==> config.mk <==
export PLATFORM = sky130hd
export DESIGN_NAME = pc_sequencer
export DESIGN_NICKNAME = d
export VERILOG_FILES = /design/src/rtl/pc_sequencer.sv
export SDC_FILE = /design/constraint.sdc
export NUM_CORES = 1
export LEC_CHECK = 0
export ABC_AREA = 1
export BUFFER_PORTS_ARGS = -buffer_cell sky130_fd_sc_hd__buf_2
export CORE_ASPECT_RATIO = 0.7
export CORE_MARGIN = 3
export CORE_UTILIZATION = 50
export DETAILED_ROUTE_END_ITERATION = 7
export GPL_TIMING_DRIVEN = 0
export PLACE_DENSITY = 0.78
export REMOVE_ABC_BUFFERS = 1
export SYNTH_ARGS = -nofsm -noshare
export SYNTH_HDL_FRONTEND = slang
export SYNTH_SLANG_ARGS = --single-unit
==> constraint.sdc <==
create_clock -name clock -period 1.78 [get_ports clock]
set_input_delay 0 -clock clock [delete_from_list [all_inputs] [get_ports clock]]
set_output_delay 0 -clock clock [all_outputs]
set_load 0.03 [all_outputs]
==> src/rtl/pc_sequencer.sv <==
// rtl/pc_sequencer.sv - instruction-cycle controller for program counter, IR and execute stage
//
// Sequences reset-vector load, fetch, wait-for-memory, execute and PC update,
// choosing between a sequential increment and a branch load of the PC.
// Halts on request (at an instruction boundary) or on instruction-memory timeout.
//
// Optional build macro: PC_SEQ_STEP_EN - adds the step input; each step pulse
// seen in IDLE with run=1 runs exactly one instruction, then returns to IDLE.
//
// Ports:
//   clock          in   system clock, rising edge
//   n_reset        in   asynchronous active-low reset
//   run            in   level; 1 allows the instruction cycle to proceed
//   mem_ready      in   instruction memory has valid data
//   exec_done      in   execute stage finished current instruction
//   branch_taken   in   qualified by exec_done; next PC = branch_target
//   branch_target  in   branch destination [ADDR_WIDTH]
//   halt_req       in   request halt at the next instruction boundary
//   step           in   single-step pulse (PC_SEQ_STEP_EN only)
//   pc_data_in     out  value for PC parallel load [ADDR_WIDTH]
//   pc_load        out  PC load strobe
//   pc_increase    out  PC increment strobe
//   fetch_req      out  instruction memory read request
//   ir_load        out  instruction register capture strobe
//   exec_start     out  execute stage start pulse
//   halted         out  core halted
//   timeout_err    out  sticky memory-timeout flag
//   state          out  current state encoding [3]

module pc_sequencer #(
    parameter int                    ADDR_WIDTH   = 16,
    parameter logic [ADDR_WIDTH-1:0] RESET_VECTOR = 16'h0000,
    parameter int                    WAIT_TIMEOUT = 15
) (
    input  logic                  clock,
    input  logic                  n_reset,
    input  logic                  run,
    input  logic                  mem_ready,
    input  logic                  exec_done,
    input  logic                  branch_taken,
    input  logic [ADDR_WIDTH-1:0] branch_target,
    input  logic                  halt_req,
`ifdef PC_SEQ_STEP_EN
    input  logic                  step,
`endif
    output logic [ADDR_WIDTH-1:0] pc_data_in,
    output logic                  pc_load,
    output logic                  pc_increase,
    output logic                  fetch_req,
    output logic                  ir_load,
    output logic                  exec_start,
    output logic                  halted,
    output logic                  timeout_err,
    output logic [2:0]            state
);

    typedef enum logic [2:0] {
        IDLE   = 3'd0,
        VECTOR = 3'd1,
        FETCH  = 3'd2,
        WAIT   = 3'd3,
        EXEC   = 3'd4,
        UPDATE = 3'd5,
        HALT   = 3'd6
    } state_t;

    localparam int                CNT_W    = $clog2(WAIT_TIMEOUT + 1);
    // wait_cnt is 0 in the first WAIT cycle, so this value marks the last allowed one
    localparam logic [CNT_W-1:0]  CNT_LAST = CNT_W'(WAIT_TIMEOUT - 1);

    state_t           st;
    logic             vec_done;
    logic             halt_pend;
    logic [CNT_W-1:0] wait_cnt;
    logic             go;       // IDLE may start an instruction
    logic             cont;     // UPDATE may chain straight into the next fetch

`ifdef PC_SEQ_STEP_EN
    assign go   = run & step;
    assign cont = 1'b0;
`else
    assign go   = run;
    assign cont = run;
`endif

    assign state = st;

    // Outputs are registered alongside the state: each transition sets the
    // strobes that belong to the state being entered, so they are valid for
    // exactly the cycles spent in that state. The UPDATE-cycle pc_load /
    // pc_data_in registers double as the branch decision/target latch.
    always_ff @(posedge clock or negedge n_reset) begin
        if (!n_reset) begin
            st          <= IDLE;
            vec_done    <= 1'b0;
            halt_pend   <= 1'b0;
            wait_cnt    <= '0;
            pc_data_in  <= '0;
            pc_load     <= 1'b0;
            pc_increase <= 1'b0;
            fetch_req   <= 1'b0;
            ir_load     <= 1'b0;
            exec_start  <= 1'b0;
            halted      <= 1'b0;
            timeout_err <= 1'b0;
        end else begin
            pc_load     <= 1'b0;
            pc_increase <= 1'b0;
            fetch_req   <= 1'b0;
            ir_load     <= 1'b0;
            exec_start  <= 1'b0;
            if (halt_req) begin
                halt_pend <= 1'b1;
            end

            case (st)
                IDLE: begin
                    if (halt_req || halt_pend) begin
                        st     <= HALT;
                        halted <= 1'b1;
                    end else if (go && !vec_done) begin
                        st         <= VECTOR;
                        pc_load    <= 1'b1;
                        pc_data_in <= RESET_VECTOR;
                        vec_done   <= 1'b1;
                    end else if (go) begin
                        st        <= FETCH;
                        fetch_req <= 1'b1;
                    end
                end
                VECTOR: begin
                    st        <= FETCH;
                    fetch_req <= 1'b1;
                end
                FETCH: begin
                    st        <= WAIT;
                    fetch_req <= 1'b1;
                    wait_cnt  <= '0;
                end
                WAIT: begin
                    // mem_ready is checked first so it wins over a same-cycle timeout
                    if (mem_ready) begin
                        st         <= EXEC;
                        ir_load    <= 1'b1;
                        exec_start <= 1'b1;
                    end else if (wait_cnt == CNT_LAST) begin
                        st          <= HALT;
                        halted      <= 1'b1;
                        timeout_err <= 1'b1;
                    end else begin
                        fetch_req <= 1'b1;
                        wait_cnt  <= wait_cnt + 1'b1;
                    end
                end
                EXEC: begin
                    if (exec_done) begin
                        st <= UPDATE;
                        if (branch_taken) begin
                            pc_load    <= 1'b1;
                            pc_data_in <= branch_target;
                        end else begin
                            pc_increase <= 1'b1;
                        end
                    end
                end
                UPDATE: begin
                    if (halt_pend || halt_req) begin
                        st     <= HALT;
                        halted <= 1'b1;
                    end else if (cont) begin
                        st        <= FETCH;
                        fetch_req <= 1'b1;
                    end else begin
                        st <= IDLE;
                    end
                end
                HALT: begin
                    halted <= 1'b1;
                end
                default: begin
                    st     <= HALT;
                    halted <= 1'b1;
                end
            endcase
        end
    end

endmodule

# == After elaboration in Yosys (flattened, before gate mapping) ==
# Index checks and enable logic that the tools add are counted.
# op_classes
n_bitwise,4
n_reduce_logical,15
addsub,1
eq_ne,17
mux,38
# op_table
cell,n
16-bit 2-to-1 mux,4
16-bit case mux with 2 select lines,1
3-bit 2-to-1 mux,7
3-bit case mux with 7 select lines,1
1-bit 2-to-1 mux,18
"2-bit != test, second input constant",7
"3-bit == test, second input constant",3
3-bit AND reduction,3
4-bit 2-to-1 mux,2
4-bit case mux with 2 select lines,1
4-bit AND reduction,2
"3-bit by 2-bit == test with 1-bit output, second input constant",2
5-bit AND reduction,1
"4-bit by 1-bit adder with 4-bit output, second input constant",1
"4-bit == test, second input constant",1
"4-bit != test, second input constant",1
1-bit inverter,4
1-bit case mux with 4 select lines,1
2-bit nonzero test,2
2-bit OR reduction,2
"3-bit by 1-bit == test with 1-bit output, second input constant",1
3-bit logical NOT,1
"3-bit != test, second input constant",1
1-bit case mux with 3 select lines,1
other kinds (7),7
# totals
output_inout_bits,26
regBits,31
input_bits,23
wordCells,86

# == Longest topological paths before layout ==
# Gate-level depths: netlist of run 1.
# depth
word_depth,5
depth_mapped,8
mapped_depth_nobuf,8

# == Worst setup path after synthesis of run 1 ==
# Ideal clock, no wire load.
# synth_path
kind,register to register
startpoint,"register st[0], in the netlist state[0]"
endpoint,register pc_data_in[10]
stages_incl_launch_ff,9
setup_time_ps,117
t_arrival_ps,1335
setup_slack_ps,327
period_less_slack_ps,1453
path_cell_list,dfrtp_1 > nor2_2 > nand2_4 > clkinv_1 > nand3_4 > nand2_4 > buf_6 > nand2_1 > nand2_1
# synth_between
elab_chain_len,3
word_cells_on_any_way,9
cone_classes,5 x eq/ne; 1 x mux; 3 x reduce/logical
# synth_rtl
element,line_no,rtl
from (decl),71,state_t st;
from (signal assigned),94,st <= IDLE;
from (signal assigned),119,st <= HALT;
from (signal assigned),122,st <= VECTOR;
3-bit == test / 3-bit logical NOT (equally long branches),116,case (st)
2-bit != test (no source line) / 2-bit nonzero test (equally long branches),--,
5-bit AND reduction (no source line),--,
to (signal assigned),160,pc_data_in <= branch_target;
to (decl),46,"output logic [ADDR_WIDTH-1:0] pc_data_in,"
# Several ways; a longest one is shown, not always the timed one.
# A chain may end at the register's enable or synchronous reset.

# == Worst setup path in the final report of run 1 ==
# layout_path
startpoint,"register st[0], in the netlist state[0]"
endpoint,register pc_increase
# layout_between
elab_chain_len,2
# layout_rtl
element,line_no,rtl
3-bit == test,116,
1-bit 2-to-1 mux,116,
to (signal assigned),100,pc_increase <= 1'b0;
to (signal assigned),108,pc_increase <= 1'b0;
to (signal assigned),162,pc_increase <= 1'b1;
to (decl),48,"output logic pc_increase,"
# Every way passes these cells.

==> reports/results.ini, run 1 <==
[status]
outcome = finished, final reports clean

[logic_synthesis]
synth_ff_type = dfrtp_1
synth_top_family_by_area = simple AND/OR/NAND/NOR gates
synth_seq_cells = 31
yosysWarnings = 0
synth_compound_area_share_pct = 3.552
yosysTopAreaCellShare_pct = 48.93
synth_top_area_cell = dfrtp_1
synthAdderAreaFrac_pct = 1.579
muxShareOfSynthArea_pct = 0
ys_seq_area_share_pct = 48.93
synthSimpleGateAreaFrac_pct = 35.12
ys_top_cells_by_area = dfrtp_1 49%, nand2_1 15%, nand3_1 8.5%
synth_cell_types = 21
synth_edf_count = 0
async_flop_share_pct = 100.0
synth_area_mm2 = 0.001585
synthCells = 204
synth-xor-area-share_pct = 1.105
synth_top_cells_by_count = 62 x nand2_1, 31 x dfrtp_1, 28 x inv_1
synth.most_common_cell = nand2_1
syn_area_per_cell_um2 = 7.771

[global_route]
grt_pass1_wl_mm = 5.430
antenna_found_initial = 0
grt_pass1_vias = 1187
grt_use_total_pct = 18.55
grt.overflow.total = 0
grt_max_degree = 32

[job]
maxCapViolCount = 0

[cells_and_area]
nNetsFinal = 285
post-route-util_pct = 67.97
postLayoutCellArea_mm2 = 0.001973
nFillCells = 259
largest_reg_flops = 16
drive_gt1_share_pct = 26.44
regMostFlops = pc_data_in
area_growth_pct = 24.47
diodes = 0

[clocking]
clock_latency_ns = 0.28
cts_num_sinks = 31
clockRootBuffer = clkbuf_8
clk_pin_slew_ns = 0.06
htree_levels = 2
cts_max_path_buffers = 2
cts_tree = done
cts_buffers = 5

[worst_setup_path]
r2r_slack_ns = 0.23
cp.required_ns = 1.99
path_cells = nor2_2, nand2_4, clkinv_1, nand2_1, nor2_1, dlygate4sd3_1
reg2reg_from = state[0]
crit_type = reg2reg
arrival_ns = 1.76
crit_buf_inv = 2
startpoint = state[0]
max_stage_delay_ns = 0.54
critPathLaunchType = register
worstPathMaxFanout = 8
cp_slowest_cell = dlygate4sd3_1
setup.worst_path.end_class = register
path_delay_family = buffers and inverters

[floorplanning]
rows = 16
die_w_um = 73.30
start_util_pct = 54.61
coreArea_mm2 = 0.002903
ios = 49
fp.dieArea_mm2 = 0.003893
fp.dieH_um = 53.11

[drt]
first_pass_iters = 4
drc_errors = 0
via_per_inst = 4.771
drt-total-wl_mm = 3.449
dr_total_vias = 1417
ant_nets = 0
routedWlPerCell_um = 11.61
dr.first_iter.drc_count = 64

[sta]
hold_ws_ns = 0.01881
slew_viol_final = 0
fmax_mhz = 645.6
slew-limit-headroom_pct = 54.46
tightest_slew_ns = 0.6830
worst_slack_ns = 0.2312
fin_crit_sh_pct = 87.01
tns_ns = 0
min_period_ns = 1.549
finalHoldViolations = 0
rsz0062_at_grt = no
clock_skew_ns = 0.004322
setup_viol = 0

[pwr]
power_frac_seq_pct = 35.2
clkPwrFrac_pct = 16.3
irDropWorstVdd_mv = 0.8918
power.net_switching_w = 0.001475
p_leak_nw = 1.201
p_int_w = 0.001666
p_sw_share_pct = 46.95
power_frac_comb_pct = 48.5
powerDensity_mw_per_mm2 = 1592

[placed_design]
place_area_mm2 = 0.001833
dp_hpwl_mm = 2.416
io_buffers = 48
gp_congestion = 0.9278
place_ws_ns = 0.1620

[hold_path]
holdCritPathClass = in2reg
min_from = branch_target[11]

layout make-up:
class / instances / area (µm²) / area share (%)
inverter: 31 / 116.4 / 5.897
clock buffer: 5 / 68.82 / 3.488
clock inverter: 3 / 15.01 / 0.7609
timing repair buffer: 54 / 295.3 / 14.97
sequential: 31 / 777.0 / 39.38
tap: 36 / 45.04 / 2.283
multi-input combinational: 137 / 655.6 / 33.23
per-layer routing:
metal | vias to the layer above | global-route usage [%] | wire length (µm)
met5 | - | 0 | 0
met4 | 0 | 4.518 | 17
met3 | 2 | 5.503 | 199
met2 | 42 | 28.34 | 1548
met1 | 636 | 25.80 | 1683
li1 | 737 | - | -
path summary, 6_finish.rpt:
path	to	depth (start not counted)
setup / recovery	pc_increase	6
hold / removal	pc_data_in[11]	5
setup reg to reg	pc_increase	6
hold reg to reg	halted	2
max in group asynchronous	state[0]	2
min in group asynchronous	halt_pend	2
metrics by stage:
step                      total power [W]  cells
final                            0.003141    297
after CTS                        0.003119    295
after detailed placement         0.002581    283
after global placement           0.002548    283
after global routing             0.003363    297
after floorplan                  0.002145    199
placed cells by master, fill, tap and decap left out:
cell	instances
nand3_2	1
buf_4	2
nand2_2	1
ha_1	2
o21bai_1	1
nor2_4	1
dlygate4sd3_1	4
inv_1	28
clkinv_2	3
nor2_2	1
xor2_1	2
nand2_1	62
o31a_1	1
clkinv_1	1
nand2_4	2
clkbuf_8	5
o21ai_0	8
dfrtp_2	1
buf_2	48
dfrtp_1	30
nand3_4	2
nor2_1	26
inv_2	2
nand3_1	27
worst register-to-register path, delay by kind of cell (launching register included):
kind	cells	cell delay, ns
and+or+nand+nor	4	0.40
buffers and inverters	2	0.64
DFF	1	0.45
kinds of logic after synthesis:
family,Yosys count
simple gates,123
buf+inv,36
fa+ha+maj,2
xor+xnor,2
compound gates,10
flops,31
power groups by stage:
stage	combinational (W)	sequential [W]	clock [W]
final	0.00152	0.00111	0.000513
after global routing	0.00166	0.00114	0.000568
after CTS	0.00149	0.00110	0.000529
after detailed placement	0.00147	0.00111	0
after global placement	0.00144	0.00110	0
after floorplan	0.000602	0.00154	0
what timing repair did:
| action | CTS | global route |
|---|---|---|
| gates resized for setup | 0 | 1 |
| hold buffers | 4 | 0 |
| buffers inserted | 0 | 2 |
| hold endpoints to repair | 33 | 0 |
| setup endpoints to repair | 0 | 1 |
Power figures use the tool's default switching activity.
==> run 2, diff against run 1 <==
--- a/config.mk
+++ b/config.mk
@@ -8,7 +8,6 @@
 export ABC_AREA = 1
 export BUFFER_PORTS_ARGS = -buffer_cell sky130_fd_sc_hd__buf_2
 export CORE_ASPECT_RATIO = 0.7
-export CORE_MARGIN = 3
 export CORE_UTILIZATION = 50
 export DETAILED_ROUTE_END_ITERATION = 7
 export GPL_TIMING_DRIVEN = 0
==> run 2 against run 1 <==
Compared with the run above: final cell count is 0.67% higher; sequential share of layout area decreased by 0.35 points; flip-flop and latch count stayed put; power rose by 1.3%; combinational power is essentially flat; die area is 13% lower; routed wire length rose by 0.61%; maximum frequency is 3.3% lower; clock skew up 0.0066 ns; via count increased by 2.6%.
==> reports/results.ini, run 2 (same netlist as run 1, synthesis figures left out) <==
[worst_setup_path]
arrival_ns = 1.76
cp.required_ns = 1.94
startpoint = state[2]
setup.worst_path.end_class = register
r2r_cells = 5
crit_type = reg2reg
reg2reg_from = state[2]
critPathLaunchType = register
worstPathMaxFanout = 9

[clocking]
cts_max_path_buffers = 2
cts_buffers = 5
clockRootBuffer = clkbuf_8
htree_levels = 2
cts_tree = done
cts_num_sinks = 31
clk_pin_slew_ns = 0.07
clock_latency_ns = 0.28

[global_route]
grt_pass1_vias = 1232
grt_pass1_wl_mm = 5.830
antenna_found_initial = 0
grt_max_degree = 32
grt_use_total_pct = 22.27
grt.overflow.total = 0

[floorplanning]
ios = 49
die_w_um = 69.30
coreArea_mm2 = 0.002903
rows = 16
start_util_pct = 54.61
fp.dieArea_mm2 = 0.003403
fp.dieH_um = 49.11

[drt]
dr_total_vias = 1454
drc_errors = 0
dr.first_iter.drc_count = 110
first_pass_iters = 5
via_per_inst = 4.863
ant_nets = 0
drt-total-wl_mm = 3.470
routedWlPerCell_um = 11.61

[sta]
hold_ws_ns = 0.01485
fmax_mhz = 624.1
rsz0062_at_grt = no
tightest_slew_ns = 0.6722
finalHoldViolations = 0
slew-limit-headroom_pct = 55.19
clock_skew_ns = 0.01088
tns_ns = 0
min_period_ns = 1.602
fin_crit_sh_pct = 90.01
slew_viol_final = 0
setup_viol = 0

[placed_design]
dp_hpwl_mm = 2.253
io_buffers = 48
gp_congestion = 0.8200
placed_cells = 283

[cells_and_area]
regMostFlops = pc_data_in
final_cell_mix = 62 x nand2_1, 48 x buf_2, 30 x dfrtp_1, 28 x inv_1, 27 x nand3_1
fin_cells = 299
largest_reg_flops = 16
nNetsFinal = 287
layout_commonest_cell = nand2_1
diodes = 0
area_growth_pct = 25.57
drive_gt1_share_pct = 26.24

[pwr]
p_int_w = 0.001704
power_frac_seq_pct = 34.9
p_sw_share_pct = 46.45
power_frac_comb_pct = 48.6
p_leak_nw = 1.205
clkPwrFrac_pct = 16.5
powerDensity_mw_per_mm2 = 1598
irDropWorstVdd_mv = 0.9189
power.net_switching_w = 0.001478

[status]
outcome = finished, final reports clean

[hold_path]
min_from = branch_target[4]
holdCritPathClass = in2reg
min_path_cells = 5

[job]
maxCapViolCount = 0

==> run 2: changes by cell type in the layout (fill, tap and decap cells not counted) <==
cell / before / now
clkinv_2: 3 / 1
nor2_4: 1 / 2
clkbuf_1: 0 / 2
nor2_2: 1 / 0
buf_4: 2 / 4
==> run 2: area by class of cell <==
cell class                      count  area [µm²]
Multi-Input combinational cell    137       660.6
Timing Repair Buffer               56       310.3
Sequential cell                    31       777.0
Clock buffer                        7       76.32
Tap cell                           36       45.04
Inverter                           31       116.4
Clock inverter                      1       5.005
Fill cell                         249       912.1
==> run 2: routing by layer <==
metal | global-route usage [%] | up-vias | wire length (µm)
met1 | 32.93 | 656 | 1732
met2 | 30.74 | 46 | 1533
li1 | - | 744 | -
met3 | 6.405 | 8 | 163
met4 | 8.163 | 0 | 40
met5 | 0 | - | 0
==> run 2: worst max-delay path, stage by stage (launching register included) <==
cell and delay (ns):
dfrtp_1 0.51, nand2_4 0.18, clkinv_1 0.13, nand2_1 0.08, nor2_1 0.04, dlygate4sd3_1 0.54
==> run 2: per-stage QoR <==
step | setup WS [ns] | area [µm²] | utilization, % | total power [W]
floorplan | 0.2855 | 1548 | - | 0.002145
global placement | 0.1921 | 1833 | 63.15 | 0.002537
detailed placement | 0.1841 | 1833 | 63.15 | 0.002557
CTS | 0.05783 | 1954 | 67.33 | 0.003097
global route | 0.08801 | 1991 | 68.58 | 0.003375
finish | 0.1778 | 1991 | 68.58 | 0.003181
==> run 2: worst paths after layout <==
kind / to / slack (ns)
worst min-delay path: pc_data_in[4] / 0.01
worst max register to register: pc_increase / 0.18
worst max-delay path: pc_increase / 0.18
min in group asynchronous: state[2] / 0.29
worst min register to register: halted / 0.47
max in group asynchronous: state[0] / 1.01
==> run 2: timing repair <==
action                                  in CTS  in global routing
endpoints found under the setup margin       0                  2
hold buffers                                 4                  0
endpoints found under the hold margin       33                  0
setup buffers                                0                  4
resized for setup                            0                  2
==> run 2: power by group through the flow <==
| stage | combinational (W) | clock (W) | sequential, W |
|---|---|---|---|
| floorplan | 0.000602 | 0 | 0.00154 |
| global placement | 0.00143 | 0 | 0.00111 |
| detailed placement | 0.00145 | 0 | 0.00111 |
| CTS | 0.00146 | 0.000532 | 0.00110 |
| global route | 0.00167 | 0.000569 | 0.00113 |
| finish | 0.00155 | 0.000524 | 0.00111 |
